<file path="config.mk">
export PLATFORM = sky130hd
export DESIGN_NAME = rgbw_wrd2sout
export DESIGN_NICKNAME = d
export VERILOG_FILES = /design/src/rtl/rgbw_wrd2sout.sv
export SDC_FILE = /design/constraint.sdc
export NUM_CORES = 1
export LEC_CHECK = 0
export BUFFER_PORTS_ARGS = -buffer_cell sky130_fd_sc_hd__buf_2
export CAP_MARGIN = 30
export CORE_MARGIN = 5
export CORE_UTILIZATION = 40
export CTS_CLUSTER_DIAMETER = 40
export DETAILED_ROUTE_END_ITERATION = 6
export GPL_TIMING_DRIVEN = 0
export HOLD_SLACK_MARGIN = 0.1
export SETUP_SLACK_MARGIN = 0.2
export SLEW_MARGIN = 10
export SYNTH_ARGS = -nofsm -noshare
export SYNTH_HDL_FRONTEND = slang
export SYNTH_SLANG_ARGS = --single-unit
</file>
<file path="constraint.sdc">
create_clock -name clk -period 3.4 [get_ports clk]
set_input_delay 0.34 -clock clk [delete_from_list [all_inputs] [get_ports clk]]
set_output_delay 0.34 -clock clk [all_outputs]
set_load 0.01 [all_outputs]
</file>
<file path="src/rtl/rgbw_wrd2sout.sv">
// rtl/rgbw_wrd2sout.sv - WS2812b/SK6812 RGBW word to single-wire NRZ serial transmitter
// Optional feature macro: RGBW_WRD2SOUT_AUTOLATCH_EN (underrun after bit 0 enters LATCH instead of IDLE)
module rgbw_wrd2sout #(
    parameter int NBITS     = 32,
    parameter int T0H_CLKS  = 38,
    parameter int T1H_CLKS  = 77,
    parameter int TBIT_CLKS = 120,
    parameter int TRST_CLKS = 7680
) (
    input  logic             clk,
    input  logic             rst,
    input  logic [NBITS-1:0] in_word,
    input  logic             in_latch,
    input  logic             in_valid,
    output logic             in_ready,
    output logic             out_sdata,
    output logic             out_busy
);

    localparam int BW = $clog2(NBITS);
    localparam logic [12:0] TBIT_LAST = 13'(TBIT_CLKS - 1);
    localparam logic [12:0] TBIT_PRE  = 13'(TBIT_CLKS - 2);
    localparam logic [12:0] TRST_LAST = 13'(TRST_CLKS - 1);
    localparam logic [BW-1:0] BIDX_TOP = BW'(NBITS - 1);

    typedef enum logic [1:0] {IDLE, HIGH, LOW, LATCH} state_t;

    state_t           state;
    logic [12:0]      cnt;
    logic [NBITS-1:0] shreg;
    logic [BW-1:0]    bidx;
    logic             latch_pend;
    logic             accept;
    logic [12:0]      thi;

    assign accept = in_valid && in_ready;
    // High time of the bit currently on the line is chosen by the MSB of the shifter.
    assign thi    = shreg[NBITS-1] ? 13'(T1H_CLKS) : 13'(T0H_CLKS);

    // Bit-timing FSM; all outputs are registered so the pin never glitches.
    always_ff @(posedge clk or posedge rst) begin
        if (rst) begin
            state      <= IDLE;
            cnt        <= '0;
            shreg      <= '0;
            bidx       <= '0;
            latch_pend <= 1'b0;
            in_ready   <= 1'b0;
            out_sdata  <= 1'b0;
            out_busy   <= 1'b0;
        end else begin
            case (state)
                IDLE: begin
                    if (accept) begin
                        shreg      <= in_word;
                        latch_pend <= in_latch;
                        bidx       <= BIDX_TOP;
                        cnt        <= '0;
                        state      <= HIGH;
                        out_sdata  <= 1'b1;
                        out_busy   <= 1'b1;
                        in_ready   <= 1'b0;
                    end else begin
                        in_ready   <= 1'b1;
                    end
                end
                HIGH: begin
                    cnt <= cnt + 13'd1;
                    if (cnt == thi - 13'd1) begin
                        state     <= LOW;
                        out_sdata <= 1'b0;
                    end
                end
                LOW: begin
                    if (cnt == TBIT_LAST) begin
                        in_ready <= 1'b0;
                        if (bidx != '0) begin
                            shreg     <= shreg << 1;
                            bidx      <= bidx - 1'b1;
                            cnt       <= '0;
                            state     <= HIGH;
                            out_sdata <= 1'b1;
                        end else if (latch_pend) begin
                            cnt   <= '0;
                            state <= LATCH;
                        end else if (accept) begin
                            // Seamless reload: the next word's first bit starts right on the boundary.
                            shreg      <= in_word;
                            latch_pend <= in_latch;
                            bidx       <= BIDX_TOP;
                            cnt        <= '0;
                            state      <= HIGH;
                            out_sdata  <= 1'b1;
                        end else begin
`ifdef RGBW_WRD2SOUT_AUTOLATCH_EN
                            cnt   <= '0;
                            state <= LATCH;
`else
                            cnt      <= '0;
                            state    <= IDLE;
                            out_busy <= 1'b0;
                            in_ready <= 1'b1;
`endif
                        end
                    end else begin
                        cnt      <= cnt + 13'd1;
                        // Open the accept window on the final LOW clock of bit 0 only.
                        in_ready <= (cnt == TBIT_PRE) && (bidx == '0) && !latch_pend;
                    end
                end
                LATCH: begin
                    if (cnt == TRST_LAST) begin
                        cnt      <= '0;
                        state    <= IDLE;
                        out_busy <= 1'b0;
                        in_ready <= 1'b1;
                    end else begin
                        cnt <= cnt + 13'd1;
                    end
                end
                default: begin
                    state     <= IDLE;
                    cnt       <= '0;
                    out_sdata <= 1'b0;
                    out_busy  <= 1'b0;
                    in_ready  <= 1'b0;
                end
            endcase
        end
    end

endmodule

</file>
==> Word-level counts from Yosys, hierarchy flattened <==
Index checks and enable logic that the tools add are counted.
{ "classes": {"eq_ne": 15, "add_sub_neg": 3, "n_reduce_logical": 16, "mux": 48} }
{ "ops": {"columns": ["op", "n"], "rows": [
  ["2-to-1 mux 32 bit", 4],
  ["case mux 32 bit (2 select lines)", 1],
  ["case mux 13 bit (4 select lines)", 1],
  ["2-to-1 mux 13 bit", 3],
  ["== test 13 x 7 -> 1 bit, second input constant", 2],
  ["2-to-1 mux 1 bit", 22],
  ["2-to-1 mux 5 bit", 4],
  ["!= test 2 bit, second input constant", 7],
  ["adder 13 x 1 -> 13 bit, second input constant", 1],
  ["== test 13 bit", 1],
  ["== test 13 bit, second input constant", 1],
  ["2-to-1 mux 2 bit", 6],
  ["AND reduction 4 bit", 3],
  ["case mux 5 bit (2 select lines)", 1],
  ["case mux 1 bit (3 select lines)", 3],
  ["case mux 2 bit (4 select lines)", 1],
  ["subtractor 7 x 1 -> 8 bit, second input constant", 1],
  ["2-to-1 mux 7 bit", 1],
  ["AND reduction 7 bit", 1],
  ["nonzero test 3 bit", 2],
  ["logical NOT 5 bit", 1],
  ["nonzero test 5 bit", 1],
  ["subtractor 5 x 1 -> 5 bit, second input constant", 1],
  ["== test 2 bit, second input constant", 2],
  ["other kinds (9)", 11]
]} }
{ "totals": {"out_inout_bits": 3, "word_cells": 90, "ff_bits": 56} }

==> Logic depth before layout (Yosys ltp) <==
Gate-level depths: netlist of run 1.
{ "logic_depth": {"word_depth": 6, "ltp_mapped": 9, "mapped_depth_nobuf": 7} }

==> Least setup slack after synthesis of run 1 <==
Ideal clock, no wire load.
{ "synth_path": {"path_kind": "register -> register", "from": "register state[0]", "to": "register cnt[5]", "synth_period_minus_slack_ps": 1986, "setup_slack_ps": 1414, "setup_ps": 76, "required_ps": 3324, "n_path_buf": 1, "arrival_ps": 1910, "stages_incl_launch_ff": 9, "cell_sequence": "dfrtp_1 inv_1 ha_1 inv_1 a41o_1 a31o_1 buf_6 or4_1 o21ai_1"} }
{ "synth_between": {"elab_chain_len": 2} }
{ "synth_lines": {"columns": ["element", "line_no", "source"], "rows": [
  ["start, declared", "28", "state_t state;"],
  ["start signal, assigned", "43", "state <= IDLE;"],
  ["start signal, assigned", "59", "state <= HIGH;"],
  ["start signal, assigned", "70", "state <= LOW;"],
  ["== test 2 bit (tied with other cells)", "52", "case (state)"],
  ["case mux 13 bit (4 select lines) / != test 2 bit (equally long branches)", null, null],
  ["end signal, assigned", "68", "cnt <= cnt + 13'd1;"],
  ["end signal, assigned", "106", "cnt <= cnt + 13'd1;"],
  ["end signal, assigned", "118", "cnt <= cnt + 13'd1;"],
  ["end, declared", "29", "logic [12:0] cnt;"]
]} }
Several ways; a longest one is shown, not always the timed one.
A chain may end at the register's enable or synchronous reset.

==> Worst setup path after layout of run 1 <==
{ "layout_path": {"from": "register cnt[0]", "to": "register cnt[4]"} }
{ "layout_between": {"elab_chain_len": 3} }
{ "layout_lines": {"columns": ["element", "line_no"], "rows": [
  ["adder 13 x 1 -> 13 bit (tied with other cells)", "68, 106, 118"],
  ["2-to-1 mux 13 bit (on tied branches)", "112, 75"],
  ["case mux 13 bit (4 select lines) *", "52"]
]} }
Every way passes the cells marked *; elsewhere a longest branch is shown, timed or not.

==> flow_summary.yaml, run 1 <==
final_layout:
  layout.nets: 433
  synthToLayoutAreaGrowth_pct: 15.43
  layout-drive-gt1-share_pct: 16.92
  instances_no_fill: 492
  antenna_cells: 0
  stdcell_area_sq_um: 3631
  fill_cells: 783
synth:
  syn-cell-area_sq_um: 3146
  synth_cells: 342
  synth_nets: 386
  synth_edf_count: 0
  ys_seq_area_share_pct: 44.55
  synthFlopType: "dfrtp_1"
  synthDistinctLibCells: 52
  synth_seq_cells: 56
  yosys_warnings: 0
  synth.avg_cell_area_sq_um: 9.197
  async_reset_ff_share_pct: 100.0
hold_path:
  min_path_type: "in -> reg"
  whs_endpoint: "shreg[27]$_DFFE_PP0P_"
  min_path_cells: 2
  min_from: "in_word[27]"
timing:
  clock.fmax_ghz: 0.4375
  final-hold-violation-count: 0
  finalMaxSlewViolations: 0
  maxSlewHeadroom_pct: 63.24
  min_period_ns: 2.285
  setup_viol: 0
  whs_ns: 0.2323
  tightest_slew_ns: 0.5456
  rsz0062_at_grt: "false"
  finalCritPeriodShare_pct: 67.22
  tns_ns: 0
  fin_worst_skew_ns: 0.01212
floorplanning:
  core_area_sq_um: 7687
  die_h_um: 98.68
  ios: 39
  num_rows: 32
  start_util_pct: 40.92
  die_area_sq_um: 9738
  die_w_um: 98.68
global_routing:
  antenna_found_initial: 0
  grt_use_total_pct: 15.71
  grt_pass1_wl_um: 12910
  grt_pass1_vias: 2643
  grt_max_degree: 38
  grt-ovfl-total: 0
pwr:
  leakagePower_uw: 0.001641
  power.density_nw_per_um2: 344.7
  peakVddDrop_uv: 224.8
drt:
  drtIter0Drc: 140
  routed_wl_um: 7403
  antenna_left: 0
  route.detailed.drc: 0
  viasPerCell: 5.492
  drt-wirelength-per-cell_um: 15.05
  dr.pass1.iters: 4
  route.vias.total: 2702
critical_path:
  regToRegStartpoint: "cnt[0]$_DFFE_PP0P_"
  r2r_end: "cnt[4]$_DFFE_PP0P_"
  critPathCaptureType: "flop"
  regToRegSetupSlack_ns: 1.11
  crit_type: "reg -> reg"
  crit_required_ns: 3.61
  worstPathMaxFanout: 10
  startpoint_type: "flop"
  r2r_cells: 8
  worstPathArrival_ns: 2.50
clock_network:
  htreeDepth: 2
  post_cts_buffers: 0
  numCtsBuffers: 5
  cts_resized: 0
  cts_num_sinks: 56
  clk-insertion-delay-late_ns: 0.31
  cts_tree: "yes"
  cts_max_path_buffers: 2
  clk_pin_slew_worst_paths_ns: 0.11
  root_buffer: "clkbuf_8"
  ctsHoldBuffers: 1
placement:
  place_area_sq_um: 3483
  placedCellCount: 483
  gp_congestion: 0.8633
  port_buffers: 38
  dp_hpwl_um: 5392
status:
  outcome: "finished clean"
job:
  maxCapViolations: 0
## per-layer routing
metal | vias up | wire length [um] | GRT usage (%) | part of all wire (%)
li1 | 1341 | - | - | -
met2 | 46 | 3602 | 25.69 | 49
met1 | 1313 | 3530 | 22.21 | 48
met5 | - | 0 | 0 | 0
met3 | 2 | 246 | 2.972 | 3.3
met4 | 0 | 25 | 2.311 | 0.34
## cell usage in the layout, fill, tap and decap left out, types with 3 or more instances in the layout
master,n
dfrtp_1,56
o21a_1,11
clkbuf_1,14
nor2_1,36
ha_1,8
a31oi_1,6
and3_1,3
or3_1,22
buf_6,4
or4_1,3
buf_4,5
nand3_1,9
mux2i_1,7
clkbuf_8,5
o22a_1,11
a21oi_1,28
inv_1,14
nand4_1,4
o21ai_0,40
buf_2,38
nand2_1,19
## synthesized netlist by cell type, types with 2 or more instances
| cell | number | area share, % |
|---|---|---|
| o21ai_0 | 40 | 6.4 |
| dfrtp_1 | 56 | 45 |
| nand2_1 | 19 | 2.3 |
| nor3_1 | 2 | 0.32 |
| or4_1 | 3 | 0.72 |
| o21a_1 | 11 | 2.6 |
| mux2i_1 | 7 | 2.2 |
| nor4_1 | 2 | 0.40 |
| o2bb2ai_1 | 2 | 0.56 |
| inv_1 | 15 | 1.8 |
| nand4_1 | 4 | 0.80 |
| buf_6 | 4 | 1.4 |
| a31oi_1 | 6 | 1.2 |
| a21oi_1 | 28 | 4.5 |
| a32o_1 | 2 | 0.64 |
| and2_1 | 2 | 0.40 |
| o22a_1 | 11 | 3.1 |
| a21o_1 | 2 | 0.48 |
| clkbuf_1 | 14 | 1.7 |
| or3_1 | 22 | 4.4 |
| and3_1 | 3 | 0.60 |
| and4_1 | 2 | 0.56 |
| o41ai_1 | 2 | 0.56 |
| nor2_1 | 36 | 4.3 |
| buf_4 | 5 | 1.2 |
| nand3_1 | 9 | 1.4 |
| ha_1 | 8 | 3.2 |
## state kept, by name, indices dropped and copies added (netlist names)
| register | flops |
|---|---|
| in_ready | 1 |
| shreg | 32 |
| latch_pend | 1 |
| out_busy | 1 |
| bidx | 5 |
| out_sdata | 1 |
| state | 2 |
| cnt | 13 |
## cells by family (layout without fill, tap and decap cells)
logic type	count (synthesis)	after routing	synth area share [%]
simple gates	117	117	20.72
buf+inv	39	87	6.245
mux	7	7	2.228
compound gates	115	115	23.07
flops	56	56	44.55
fa+ha+maj	8	8	3.182
## worst max-delay path by stage
stage | startpoint | end | slack, ns | cells past startpoint
CTS | cnt[1]$_DFFE_PP0P_ | cnt[4]$_DFFE_PP0P_ | 1.10 | 8
global route | cnt[0]$_DFFE_PP0P_ | cnt[9]$_DFFE_PP0P_ | 0.92 | 7
finish | cnt[0]$_DFFE_PP0P_ | cnt[4]$_DFFE_PP0P_ | 1.11 | 8
detailed placement | state[0]$_DFFE_PP0P_ | cnt[9]$_DFFE_PP0P_ | 1.12 | 7
floorplan | state[0]$_DFFE_PP0P_ | cnt[5]$_DFFE_PP0P_ | 1.41 | 8
global placement | rst | shreg[23]$_DFFE_PP0P_ | 0.87 | 2
## final cells by class
| class | instances | area, sq um | area share (%) |
|---|---|---|---|
| Multi-Input combinational cell | 247 | 1548 | 42.63 |
| Sequential cell | 56 | 1401 | 38.59 |
| Clock buffer | 5 | 68.82 | 1.895 |
| Inverter | 15 | 56.30 | 1.551 |
| Tap cell | 102 | 127.6 | 3.515 |
| Clock inverter | 3 | 68.82 | 1.895 |
| Timing Repair Buffer | 40 | 220.2 | 6.065 |
| Buffer | 24 | 140.1 | 3.859 |
## report_power, final
group	total (uW)	switching [uW]	internal (uW)
Combinational	57.9	31.2	26.7
Clock	528	231	297
Sequential	666	0	666
## critical path, cell delays in order (launching register included)
cell	delay, ns
dfrtp_1	0.48
ha_1	0.18
clkbuf_2	0.19
nand3_1	0.19
o41ai_1	0.46
a31o_1	0.28
buf_6	0.16
o21ai_0	0.08
a21o_1	0.18
## per-stage QoR
step / setup WS [ns] / total power (uW) / utilization, %
final: 1.115 / 1252 / 47.23
after global placement: 0.8723 / 733.8 / 45.05
after CTS: 1.099 / 1270 / 47.23
after floorplan: 1.414 / 705.6 / -
after global routing: 0.9169 / 1297 / 47.23
after detailed placement: 1.122 / 737.3 / 45.31
No activity file was read; power rests on OpenSTA's default activity.
==> run 2, diff against run 1 <==
--- a/config.mk
+++ b/config.mk
@@ -5,6 +5,7 @@
 export SDC_FILE = /design/constraint.sdc
 export NUM_CORES = 1
 export LEC_CHECK = 0
+export ABC_AREA = 1
 export BUFFER_PORTS_ARGS = -buffer_cell sky130_fd_sc_hd__buf_2
 export CAP_MARGIN = 30
 export CORE_MARGIN = 5
==> constraint.sdc (replaced) <==
create_clock -name clk -period 2.07 [get_ports clk]
set_input_delay 0.207 -clock clk [delete_from_list [all_inputs] [get_ports clk]]
set_output_delay 0.207 -clock clk [all_outputs]
set_load 0.01 [all_outputs]
==> run 2 against run 1 <==
  * Count of clock-buffer cells in the layout is 1 higher
  * Critical path type unchanged
  * Power grew to 4.7 times the previous value
  * Largest power group is now combinational cells
  * Highest routed layer unchanged
  * Routed wire length increased by 52%
==> flow_summary.yaml, run 2 <==
final_layout:
  top_register: "shreg"
  antenna_cells: 0
  layout.nets: 759
  layout-drive-gt1-share_pct: 15.64
  final_common_cell: "nand2_1"
  largest_register_ffs: 32
  most-common-layout-cells: "nand2_1 (319), dfrtp_1 (55), inv_1 (47), buf_2 (47), o21ai_0 (45)"
  fin_util_pct: 48.14
  stdcell_area_sq_um: 4727
  synthToLayoutAreaGrowth_pct: 16.35
  largestRegisters: "shreg x32, cnt x13, bidx x5"
critical_path:
  critPathCaptureType: "flop"
  startpoint_type: "flop"
  worstPathMaxFanout: 10
  worstPathArrival_ns: 1.98
  cp_cell_sequence: "inv_1 -> ha_4 -> nand2_1 -> nor2_2 -> inv_2 -> nand3_4 -> inv_8 -> buf_6 -> nand2_1 -> o21ai_1"
  crit_type: "reg -> reg"
  cp_top_family: "simple AND/OR/NAND/NOR gates"
  cp_slowest_cell: "dfrtp_1"
  crit_required_ns: 2.29
  crit_buf_inv: 4
  cpMostUsedCell: "nand2_1"
  slowest_delay_ns: 0.42
drt:
  route.detailed.drc: 0
  viasPerCell: 5.024
  routed_wl_um: 11260
  drtIter0Drc: 225
  drt-wirelength-per-cell_um: 13.27
  route.vias.total: 4265
  antenna_left: 0
  dr.pass1.iters: 5
global_routing:
  top_usage_layer: "met2"
  grtUsageMet2_pct: 31.23
  grt_pass1_wl_um: 19310
  grt_use_total_pct: 18.43
  use_met3_pct: 2.729
  use_met1_pct: 24.43
  antenna_found_initial: 0
  grt_pass1_vias: 4079
  grt-ovfl-total: 0
  grt_max_degree: 57
placement:
  gp_congestion: 0.8282
  place_area_sq_um: 4422
  port_buffers: 38
  dp_hpwl_um: 7610
synth:
  yosys-top-cells-area: "dfrtp_1 (34%), nand2_1 (30%), o21ai_0 (5.7%)"
  synth_top_area_share_pct: 34.49
  synth_edf_count: 0
  syn-cell-area_sq_um: 4063
  synthMostInstantiatedCell: "nand2_1"
  synth_seq_cells: 56
  synthFlopType: "dfrtp_1"
  synthDistinctLibCells: 34
  synth_cells: 658
  synthTopCellsByCount: "nand2_1 (320), dfrtp_1 (56), inv_1 (50), o21ai_0 (46), a21oi_1 (37)"
  async_reset_ff_share_pct: 100.0
  yosys.area.top_type: "dfrtp_1"
  ys_seq_area_share_pct: 34.49
  synth_nets: 702
  synth.avg_cell_area_sq_um: 6.174
  yosys_warnings: 0
floorplanning:
  die_w_um: 110.8
  core_area_sq_um: 9819
  die_h_um: 110.8
  start_util_pct: 41.37
  num_rows: 36
  ios: 39
  die_area_sq_um: 12270
timing:
  final-hold-violation-count: 0
  fin_worst_skew_ns: 0.006623
  finalCritPeriodShare_pct: 85.02
  finalMaxSlewViolations: 0
  whs_ns: 0.2241
  min_period_ns: 1.760
  maxSlewHeadroom_pct: 50.01
  rsz0062_at_grt: "true"
  tightest_slew_ns: 0.7498
  setup_viol: 0
  clock.fmax_ghz: 0.5682
status:
  outcome: "finished clean"
clock_network:
  cts_max_path_buffers: 2
  clk_pin_slew_worst_paths_ns: 0.11
  root_buffer: "clkbuf_8"
  clk-insertion-delay-late_ns: 0.32
  numCtsBuffers: 5
  cts_num_sinks: 56
  htreeDepth: 2
  cts_tree: "yes"
hold_path:
  min_path_type: "in -> reg"
job:
  maxCapViolations: 0
pwr:
  peakVddDrop_uv: 480.5
  leakagePower_uw: 0.002459
  finalPower_uw: 5930
  power.density_nw_per_um2: 1255
==> run 2: power breakdown <==
group / total (uW) / internal (uW) / switching (uW)
clock: 664 / 269 / 395
combinational: 3520 / 1320 / 2210
sequential: 1740 / 1480 / 265
==> run 2: per-layer routing <==
metal	share of wire (%)	up-vias
met3	3.6	14
li1	-	2183
met2	48	98
met5	0	-
met1	47	1970
met4	1.7	0
==> run 2: final timing paths <==
| check | start | endpoint | slack [ns] | depth (start not counted) |
|---|---|---|---|---|
| worst min-delay path | in_latch | latch_pend$_DFFE_PP0P_ | 0.22 | 3 |
| min in group asynchronous | rst | cnt[7]$_DFFE_PP0P_ | 0.56 | 3 |
| max in group asynchronous | rst | state[1]$_DFFE_PP0P_ | 0.99 | 3 |
| worst min register to register | out_busy$_DFFE_PP0P_ | out_busy$_DFFE_PP0P_ | 0.48 | 2 |
| worst max register to register | state[0]$_DFFE_PP0P_ | shreg[11]$_DFFE_PP0P_ | 0.31 | 10 |
| worst max-delay path | state[0]$_DFFE_PP0P_ | shreg[11]$_DFFE_PP0P_ | 0.31 | 10 |
==> run 2: area by class of cell <==
class	count	area [sq um]
Fill cell	1085	5092
Multi-Input combinational cell	518	2367
Sequential cell	56	1403
Timing Repair Buffer	49	275.3
Inverter	55	224.0
Buffer	30	198.9
Tap cell	133	166.4
Clock buffer	6	82.58
Clock inverter	2	10.01
==> run 2: through the flow <==
step / TNS [ns] / instances / setup WS [ns]
after floorplan: 0 / 658 / 0.4178
after global placement: -27.45 / 829 / -0.4919
after detailed placement: -0.1572 / 829 / -0.06431
after CTS: 0 / 841 / 0.2106
after global routing: 0 / 849 / 0.1617
final: 0 / 849 / 0.3101
==> run 2: cell families (layout without fill, tap and decap cells) <==
logic type / after synthesis / after routing / synth area share (%)
AND/OR/NAND/NOR: 393 / 394 / 39.21
XOR/XNOR: 2 / 2 / 0.4312
AO/OA/AOI/OAI: 114 / 114 / 14.38
adder cells (fa/ha/maj): 8 / 8 / 2.464
flip-flops: 56 / 56 / 34.49
buffers and inverters: 85 / 142 / 9.024
==> run 2: worst register-to-register path: stages, from the launching register on <==
cell	delay [ns]
dfrtp_1	0.42
inv_1	0.17
ha_4	0.21
nand2_1	0.11
nor2_2	0.19
inv_2	0.06
nand3_4	0.17
inv_8	0.07
buf_6	0.15
nand2_1	0.05
o21ai_1	0.06
==> run 2: repair_timing <==
item	4_1_cts	5_1_grt
pin swaps	1	1
gates cloned	0	1
endpoints found under the hold margin	56	0
endpoints found under the setup margin	54	51
hold buffers	1	0
gates resized for setup	15	32
buffers inserted	3	7
==> run 3, diff against run 2 <==
--- a/config.mk
+++ b/config.mk
@@ -14,6 +14,7 @@
 export DETAILED_ROUTE_END_ITERATION = 6
 export GPL_TIMING_DRIVEN = 0
 export HOLD_SLACK_MARGIN = 0.1
+export REMOVE_ABC_BUFFERS = 1
 export SETUP_SLACK_MARGIN = 0.2
 export SLEW_MARGIN = 10
 export SYNTH_ARGS = -nofsm -noshare
==> constraint.sdc (replaced) <==
create_clock -name clk -period 1.9 [get_ports clk]
set_input_delay 0.19 -clock clk [delete_from_list [all_inputs] [get_ports clk]]
set_output_delay 0.19 -clock clk [all_outputs]
set_load 0.01 [all_outputs]
==> run 3 against run 2 <==
  * Combinational power up 28%
  * Critical endpoint is now shreg[7]$_DFFE_PP0P_
  * Highest routed layer unchanged
  * Largest cell class unchanged
  * Register-to-register slack worse by 0.11 ns
  * Routed wire length grew 5.6%
  * Power increased by 23%
==> flow_summary.yaml, run 3 (synthesized netlist as in run 2, its figures left out) <==
critical_path:
  slowest_delay_ns: 0.42
  cp_cell_sequence: "inv_2 -> ha_4 -> buf_12 -> nand2_1 -> nor2_2 -> inv_2 -> nand3_4 -> buf_12 -> inv_16 -> nand2_1 -> o21ai_1"
  cp_slowest_cell: "dfrtp_1"
  crit_required_ns: 2.11
  startpoint_type: "flop"
  worstPathMaxFanout: 23
  crit_buf_inv: 5
  crit_type: "reg -> reg"
  cp_top_family: "buffers and inverters"
  critPathCaptureType: "flop"
  worstPathArrival_ns: 1.91
clock_network:
  cts_tree: "yes"
  cts_num_sinks: 56
  clk_pin_slew_worst_paths_ns: 0.11
  clk-insertion-delay-late_ns: 0.33
  numCtsBuffers: 5
  root_buffer: "clkbuf_8"
  cts_max_path_buffers: 2
  htreeDepth: 2
global_routing:
  grt-ovfl-total: 0
  grt_pass1_vias: 4158
  grt_pass1_wl_um: 19780
  antenna_found_initial: 0
  grt_max_degree: 57
  grt_use_total_pct: 19.25
timing:
  rsz0062_at_grt: "true"
  maxSlewHeadroom_pct: 51.31
  whs_ns: 0.2267
  fin_ws_ns: 0.2012
  clock.fmax_ghz: 0.5886
  finalCritPeriodShare_pct: 89.41
  finalMaxSlewViolations: 0
  fin_worst_skew_ns: 0.01546
  final-hold-violation-count: 0
  setup_viol: 0
  min_period_ns: 1.699
  tightest_slew_ns: 0.7304
final_layout:
  synthToLayoutAreaGrowth_pct: 27.01
  layout.nets: 765
  final_common_cell: "nand2_1"
  largest_register_ffs: 32
  layout-drive-gt1-share_pct: 19.25
  largestRegisters: "shreg x32, cnt x13, bidx x5"
  most-common-layout-cells: "nand2_1 (313), dfrtp_1 (54), inv_1 (43), o21ai_0 (41), buf_2 (38)"
  top_register: "shreg"
  antenna_cells: 0
  fill_cells: 1006
placement:
  port_buffers: 38
  pre_cts_slack_ns: -1.192
  dp_hpwl_um: 6153
  gp_congestion: 0.8151
drt:
  drt-wirelength-per-cell_um: 13.91
  route.detailed.drc: 0
  drtIter0Drc: 335
  route.vias.total: 4380
  routed_wl_um: 11890
  antenna_left: 0
  viasPerCell: 5.123
  dr.pass1.iters: 5
pwr:
  power.density_nw_per_um2: 1415
  finalPower_uw: 7302
  peakVddDrop_uv: 718.4
  leakagePower_uw: 0.002605
job:
  maxCapViolations: 0
floorplanning:
  die_h_um: 110.8
  num_rows: 36
  ios: 39
  core_area_sq_um: 9819
  die_area_sq_um: 12270
  start_util_pct: 41.37
  die_w_um: 110.8
hold_path:
  min_path_type: "in -> reg"
status:
  outcome: "finished clean"
-- run 3: cell types whose count changed in the layout (fill, tap and decap cells not counted), sizes merged, moves of 2 or more --
cell,delta
clkbuf,-11
clkinvlp,+2
nand2,+2
buf,+9
bufbuf,+3
-- run 3: worst reg2reg max path, stage by stage (launching register included) --
cell and delay, ns:
dfrtp_1 0.42, inv_2 0.09, ha_4 0.16, buf_12 0.12, nand2_1 0.09, nor2_2 0.17, inv_2 0.09, nand3_4 0.10
buf_12 0.16, inv_16 0.07, nand2_1 0.07, o21ai_1 0.06
-- run 3: where the power goes --
| group | total [uW] | internal [uW] | switching [uW] |
|---|---|---|---|
| Sequential | 1940 | 1610 | 328 |
| Combinational | 4520 | 1840 | 2680 |
| Clock | 841 | 392 | 449 |
-- run 3: worst paths after layout --
path                                      startpoint                      to  slack, ns  cells past startpoint
worst max register to register  state[0]$_DFFE_PP0P_    shreg[7]$_DFFE_PP0P_       0.20                     11
worst min-delay path                        in_latch  latch_pend$_DFFE_PP0P_       0.23                      3
max in group asynchronous                        rst    in_ready$_DFFE_PP0P_       0.87                      3
min in group asynchronous                        rst      cnt[0]$_DFFE_PP0P_       0.54                      3
worst min register to register  out_busy$_DFFE_PP0P_    out_busy$_DFFE_PP0P_       0.49                      2
worst max-delay path            state[0]$_DFFE_PP0P_    shreg[7]$_DFFE_PP0P_       0.20                     11
-- run 3: layout make-up --
| class | count | area, sq um | share of cell area [%] |
|---|---|---|---|
| repair inverters | 2 | 27.53 | 0.5335 |
| well taps | 133 | 166.4 | 3.225 |
| flip-flops and latches | 56 | 1404 | 27.21 |
| inverters | 55 | 245.2 | 4.753 |
| repair buffers | 81 | 684.4 | 13.26 |
| multi-input cells | 520 | 2521 | 48.86 |
| clock buffers | 5 | 68.82 | 1.334 |
| clock inverters | 3 | 42.54 | 0.8244 |
-- run 3: timing repair --
item	4_1_cts	5_1_grt
buffers inserted	24	12
setup endpoints to repair	56	53
resized for setup	38	29
pin swaps	5	12
hold buffers	1	0
endpoints found under the hold margin	56	0
gates cloned	8	1
-- run 3: metrics by stage --
stage	instance area, sq um	cells	util (%)	TNS, ns
6_report	5160	855	52.55	0
2_1_floorplan	3905	628	-	-57.13
3_3_place_gp	4262	799	43.40	-165.21
4_1_cts	4964	842	50.55	0
5_1_grt	5160	855	52.55	0
3_5_place_dp	4308	801	43.87	-49.61
-- run 3: layer usage --
metal	track usage, %	wire length [um]	vias up
li1	-	-	2217
met1	25.27	5481	2051
met2	32.48	5694	100
met3	4.039	562	12
met4	4.516	152	0
met5	0	0	-
